### config.mk
export PLATFORM = sky130hd
export DESIGN_NAME = res_display
export DESIGN_NICKNAME = d
export VERILOG_FILES = /design/src/rtl/calc_pkg.sv /design/src/rtl/seg7_decode.sv /design/src/rtl/res_display.sv
export SDC_FILE = /design/constraint.sdc
export NUM_CORES = 1
export LEC_CHECK = 0
export ABC_CLOCK_PERIOD_IN_PS = 2550
export CAP_MARGIN = 20
export CORE_MARGIN = 2
export CORE_UTILIZATION = 40
export DETAILED_ROUTE_END_ITERATION = 10
export HOLD_SLACK_MARGIN = 0.08
export SLEW_MARGIN = 20
export SYNTH_ARGS = -nofsm -noshare
export SYNTH_HDL_FRONTEND = slang
export SYNTH_SLANG_ARGS = --single-unit
### constraint.sdc
create_clock -name i_clk -period 2.55 [get_ports i_clk]
set_input_delay 0.6375 -clock i_clk [delete_from_list [all_inputs] [get_ports i_clk]]
set_output_delay 0.6375 -clock i_clk [all_outputs]
set_load 0.01 [all_outputs]
### src/rtl/calc_pkg.sv
// Shared types and constants for the 2-bit signed calculator display path.
package calc_pkg;

   localparam int RES_W = 4;
   localparam int MAG_W = 3;

   localparam logic [6:0] SEG_BLANK = 7'b1111111;
   localparam logic [6:0] SEG_MINUS = 7'b0111111;

   typedef enum logic [1:0] {
      S_MAG,
      S_GAP0,
      S_SIGN,
      S_GAP1
   } scan_state_t;

   typedef struct packed {
      logic             z;
      logic [RES_W-1:0] res;
   } held_t;

endpackage

### src/rtl/seg7_decode.sv
// Combinational 3-bit magnitude to active-low {g,f,e,d,c,b,a} segment decoder.
module seg7_decode
   import calc_pkg::*;
(
   input  logic [MAG_W-1:0] mag,
   output logic [6:0]       seg
);

   always_comb begin
      seg = SEG_BLANK;
      case (mag)
         3'd0: seg = 7'b1000000;
         3'd1: seg = 7'b1111001;
         3'd2: seg = 7'b0100100;
         3'd3: seg = 7'b0110000;
         3'd4: seg = 7'b0011001;
         3'd5: seg = 7'b0010010;
         3'd6: seg = 7'b0000010;
         3'd7: seg = 7'b1111000;
         default: seg = SEG_BLANK;
      endcase
   end

endmodule

### src/rtl/res_display.sv
// Holds the sign-magnitude result and scans it onto a two-digit common-anode display.
// Optional post-load blinking is enabled by defining DISP_BLINK_EN.
module res_display
   import calc_pkg::*;
#(
   parameter int REFRESH_DIV   = 50000,
   parameter int BLINK_PERIODS = 8
) (
   input  logic             i_clk,
   input  logic             i_rst,
   input  logic [RES_W-1:0] i_res,
   input  logic             i_Z,
   input  logic             i_load,
   output logic [6:0]       o_seg,
   output logic [1:0]       o_an
);

   localparam int CNT_W = $clog2(REFRESH_DIV);
   localparam logic [CNT_W-1:0] CNT_LAST = CNT_W'(REFRESH_DIV - 1);

   scan_state_t      state_reg;
   logic [CNT_W-1:0] cnt_reg;
   held_t            held_reg;
   logic [6:0]       seg_reg;
   logic [1:0]       an_reg;
   logic [MAG_W-1:0] mag_sel;
   logic [6:0]       mag_seg;
   logic             sign_on;
   logic             blink_off;

   always_ff @(posedge i_clk or posedge i_rst) begin
      if (i_rst) begin
         held_reg <= '{z: 1'b1, res: '0};
      end else if (i_load) begin
         held_reg <= '{z: i_Z, res: i_res};
      end
   end

   // A zero result never shows a sign or a non-zero magnitude.
   assign mag_sel = held_reg.z ? '0 : held_reg.res[MAG_W-1:0];
   assign sign_on = held_reg.res[RES_W-1] & ~held_reg.z;

   seg7_decode u_decode (
      .mag (mag_sel),
      .seg (mag_seg)
   );

`ifdef DISP_BLINK_EN
   localparam int PER_LEN = 2 * REFRESH_DIV + 2;
   localparam int PCYC_W  = $clog2(PER_LEN);
   localparam int PNUM_W  = $clog2(BLINK_PERIODS + 1);
   localparam logic [PCYC_W-1:0] PCYC_LAST = PCYC_W'(PER_LEN - 1);
   localparam logic [PNUM_W-1:0] PNUM_LAST = PNUM_W'(BLINK_PERIODS);

   logic [PCYC_W-1:0] blink_cyc_reg;
   logic [PNUM_W-1:0] blink_num_reg;

   // blink_num_reg is the 1-based period index since the last load; 0 means idle.
   always_ff @(posedge i_clk or posedge i_rst) begin
      if (i_rst) begin
         blink_cyc_reg <= '0;
         blink_num_reg <= '0;
      end else if (i_load) begin
         blink_cyc_reg <= '0;
         blink_num_reg <= PNUM_W'(1);
      end else if (blink_num_reg != '0) begin
         if (blink_cyc_reg == PCYC_LAST) begin
            blink_cyc_reg <= '0;
            blink_num_reg <= (blink_num_reg == PNUM_LAST) ? '0 : blink_num_reg + 1'b1;
         end else begin
            blink_cyc_reg <= blink_cyc_reg + 1'b1;
         end
      end
   end

   assign blink_off = blink_num_reg[0];
`else
   logic [31:0] blink_unused;
   assign blink_unused = 32'(BLINK_PERIODS);
   assign blink_off    = 1'b0;
`endif

   // Outputs are registered from the current state, so they trail it by one edge.
   always_ff @(posedge i_clk or posedge i_rst) begin
      if (i_rst) begin
         state_reg <= S_MAG;
         cnt_reg   <= '0;
         seg_reg   <= SEG_BLANK;
         an_reg    <= 2'b11;
      end else begin
         case (state_reg)
            S_MAG: begin
               seg_reg <= mag_seg;
               an_reg  <= blink_off ? 2'b11 : 2'b10;
               if (cnt_reg == CNT_LAST) begin
                  state_reg <= S_GAP0;
                  cnt_reg   <= '0;
               end else begin
                  cnt_reg <= cnt_reg + 1'b1;
               end
            end
            S_SIGN: begin
               seg_reg <= sign_on ? SEG_MINUS : SEG_BLANK;
               an_reg  <= blink_off ? 2'b11 : 2'b01;
               if (cnt_reg == CNT_LAST) begin
                  state_reg <= S_GAP1;
                  cnt_reg   <= '0;
               end else begin
                  cnt_reg <= cnt_reg + 1'b1;
               end
            end
            S_GAP0: begin
               seg_reg   <= SEG_BLANK;
               an_reg    <= 2'b11;
               state_reg <= S_SIGN;
               cnt_reg   <= '0;
            end
            default: begin
               seg_reg   <= SEG_BLANK;
               an_reg    <= 2'b11;
               state_reg <= S_MAG;
               cnt_reg   <= '0;
            end
         endcase
      end
   end

   assign o_seg = seg_reg;
   assign o_an  = an_reg;

endmodule

==> results.yml <==
floorplan:
  core_area_um2: 3720
  num_rows: 22
  io_pins: 17
  initial_core_util: 0.421
  dieArea_um2: 4430
  die_h_um: 66.5
  die_w_um: 66.5
place:
  gp_congestion: 0.772
  place_inst: 209
  io_buffers: 16
  hpwl_um: 1970
  dp_slack_ps: 558
yosys:
  ys_seq_area_frac: 0.520
  synth_area_leader_cell: "dfrtp_1"
  yosysMostFrequentCell: "dfrtp_1"
  synth-warning-count: 0
  syn-num-nets: 163
  synthTopCellsByCount: "dfrtp_1 (22), nor2_1 (20), inv_1 (12), xnor2_1 (12)"
  ys_ff_latch: 32
  yosysUniqueCellTypes: 27
  syn_avg_cell_area_um2: 10.9
  netlist_instances: 144
  synth_edf_count: 0
  synthArstFlopShare: 1.00
  synthTopCellsByArea: "dfrtp_1 (35%), dfstp_2 (17%), ha_1 (8.8%)"
  yosysTopAreaCellShare: 0.352
  netlist_area_um2: 1560
  synth_ff_type: "dfrtp_1"
route:
  drt_pre_antenna_iters: 4
  post_drt_wl_per_cell_um: 12.6
  viasPerCell: 4.86
  wl_um: 2740
  vias: 1055
  ant_nets: 0
  drtIter0Drc: 26
  drc_errors: 0
critical_path:
  rr_endpoint: "state_reg[1]"
  crit_path_end_kind: "flip-flop"
  crit_path_end: "state_reg[1]"
  max_stage_delay_ps: 520
  worstPathCellList: "ha_1 > nand3_2 > or4_4 > o22ai_4 > mux2_4"
  reg2reg_depth: 5
  rrSetupSlack_ps: 560
  cp.required_ps: 2730
  r2r-start: "cnt_reg[0]"
  critPathLaunchType: "flip-flop"
  cp.arrival_ps: 2160
  worstSetupPathType: "flip-flop to flip-flop"
  crit_slowest_cell: "or4_4"
  crit_fanout: 10
  critPathLaunch: "cnt_reg[0]"
clocking:
  clk_pin_slew_worst_paths_ps: 70
  cts_setup_buffers: 0
  cts_tree: "built"
  cts_buffer_depth: 2
  numCtsBuffers: 5
  clock_latency_ps: 280
  clock_sinks: 32
  hold_buffers: 0
  root_buffer: "clkbuf_8"
  cts_resized: 0
  cts_htree_levels: 2
power:
  power_density_nw_per_um2: 602
  p_int_uw: 892
  p_switching_uw: 250
  ir_worst_vdd_v: 0.000340
  p_leak_nw: 0.812
  pwr-share-comb: 0.096
  p_sw_frac: 0.219
  power_frac_clock: 0.418
  pwr-share-seq: 0.487
final_layout:
  fin_nets: 187
  diodes: 0
  stdcell_count: 217
  syn2layout_area_growth_pct: 21.2
  drive_gt1_frac: 0.166
  largest_register_ffs: 16
global_route:
  grt_max_degree: 33
  antenna_found_initial: 0
  grt_first_pass_wirelength_um: 4830
  overflow: 0
  grt_usage: 0.150
  grt_pass1_vias: 1091
timing:
  setup_viol: 0
  tightest_slew_ps: 402
  period_share: 0.780
  rsz0062_at_grt: "no"
  setup_ws_ps: 561
  slew_violations: 0
  max-slew-margin-rel: 0.732
  finalHoldViolCount: 0
  max_freq_mhz: 503
  setup-tns-final_ps: 0
  period_minus_slack_ps: 1990
  fin_skew_ps: 6.86
  fin_hold_ws_ps: 505
run:
  cap_violations: 0
outcome:
  outcome: "finished, final reports clean"
min_path:
  hold_path_class: "flip-flop to flip-flop"
==> kinds of logic after synthesis <==
| logic type | after synthesis | share of synthesized area |
|---|---|---|
| buf+inv | 13 | 0.0360 |
| compound gates | 11 | 0.0512 |
| mux | 7 | 0.0520 |
| xor+xnor | 14 | 0.0784 |
| flops | 32 | 0.520 |
| simple gates | 56 | 0.174 |
| fa+ha+maj | 11 | 0.0880 |
==> worst min path at each step <==
| stage | slack [ps] | cells past startpoint | end | start |
|---|---|---|---|---|
| after floorplan | 460 | 1 | cnt_reg[0] | cnt_reg[0] |
| after global placement | 480 | 1 | cnt_reg[0] | cnt_reg[0] |
| after detailed placement | 490 | 1 | state_reg[0] | state_reg[0] |
| after CTS | 510 | 1 | cnt_reg[0] | cnt_reg[0] |
| after global routing | 530 | 1 | cnt_reg[0] | cnt_reg[0] |
| final | 510 | 1 | cnt_reg[0] | cnt_reg[0] |
==> cell usage in the layout, fill, tap and decap left out, drive strengths merged, types with 2 or more instances in the layout <==
master and n:
mux2 6, dfstp 10, buf 2, clkbuf 6, nor2 20, nor4 4
nand3 6, nor3 4, nand4 3, o21ai 7, xnor2 12, inv 12
ha 11, dfrtp 22, nor2b 2, xor2 2, clkdlybuf4s50 16, nand2 11
nand2b 3
==> per-layer routing <==
metal,GRT usage,wire length (um)
met1,0.179,1230
met2,0.235,1350
met3,0.0642,129
met4,0.0663,29
met5,0,0
==> power by group through the flow <==
stage	Clock, mW	Combinational (mW)	Sequential (mW)
2_1_floorplan	0	0.0459	0.571
3_3_place_gp	0	0.108	0.564
3_5_place_dp	0	0.111	0.565
4_1_cts	0.486	0.111	0.557
5_1_grt	0.515	0.121	0.559
6_report	0.477	0.109	0.556
==> layout make-up <==
type                       instances  area [um2]
inverter                          12        45.0
clock inverter                     2        35.0
sequential                        32         813
multi-input combinational         99         694
timing repair buffer              18         175
fill                             347        1820
clock buffer                       6        72.6
tap                               48        60.1
==> critical path, delay by kind of cell (launching register included) <==
kind                       cells  cell delay [ps]
adders and majority gates      1              240
AOI/OAI and AO/OA              1              280
DFF                            1              400
muxes                          1              330
and+or+nand+nor                2              640
==> metrics by stage <==
stage                     cell area [um2]  power [mW]  utilization
after global placement               1790       0.672        0.481
final                                1900        1.14        0.510
after floorplan                      1560       0.617            -
after detailed placement             1790       0.676        0.481
after CTS                            1900        1.15        0.510
after global routing                 1900        1.19        0.510
(Power assumes the default switching activity.)
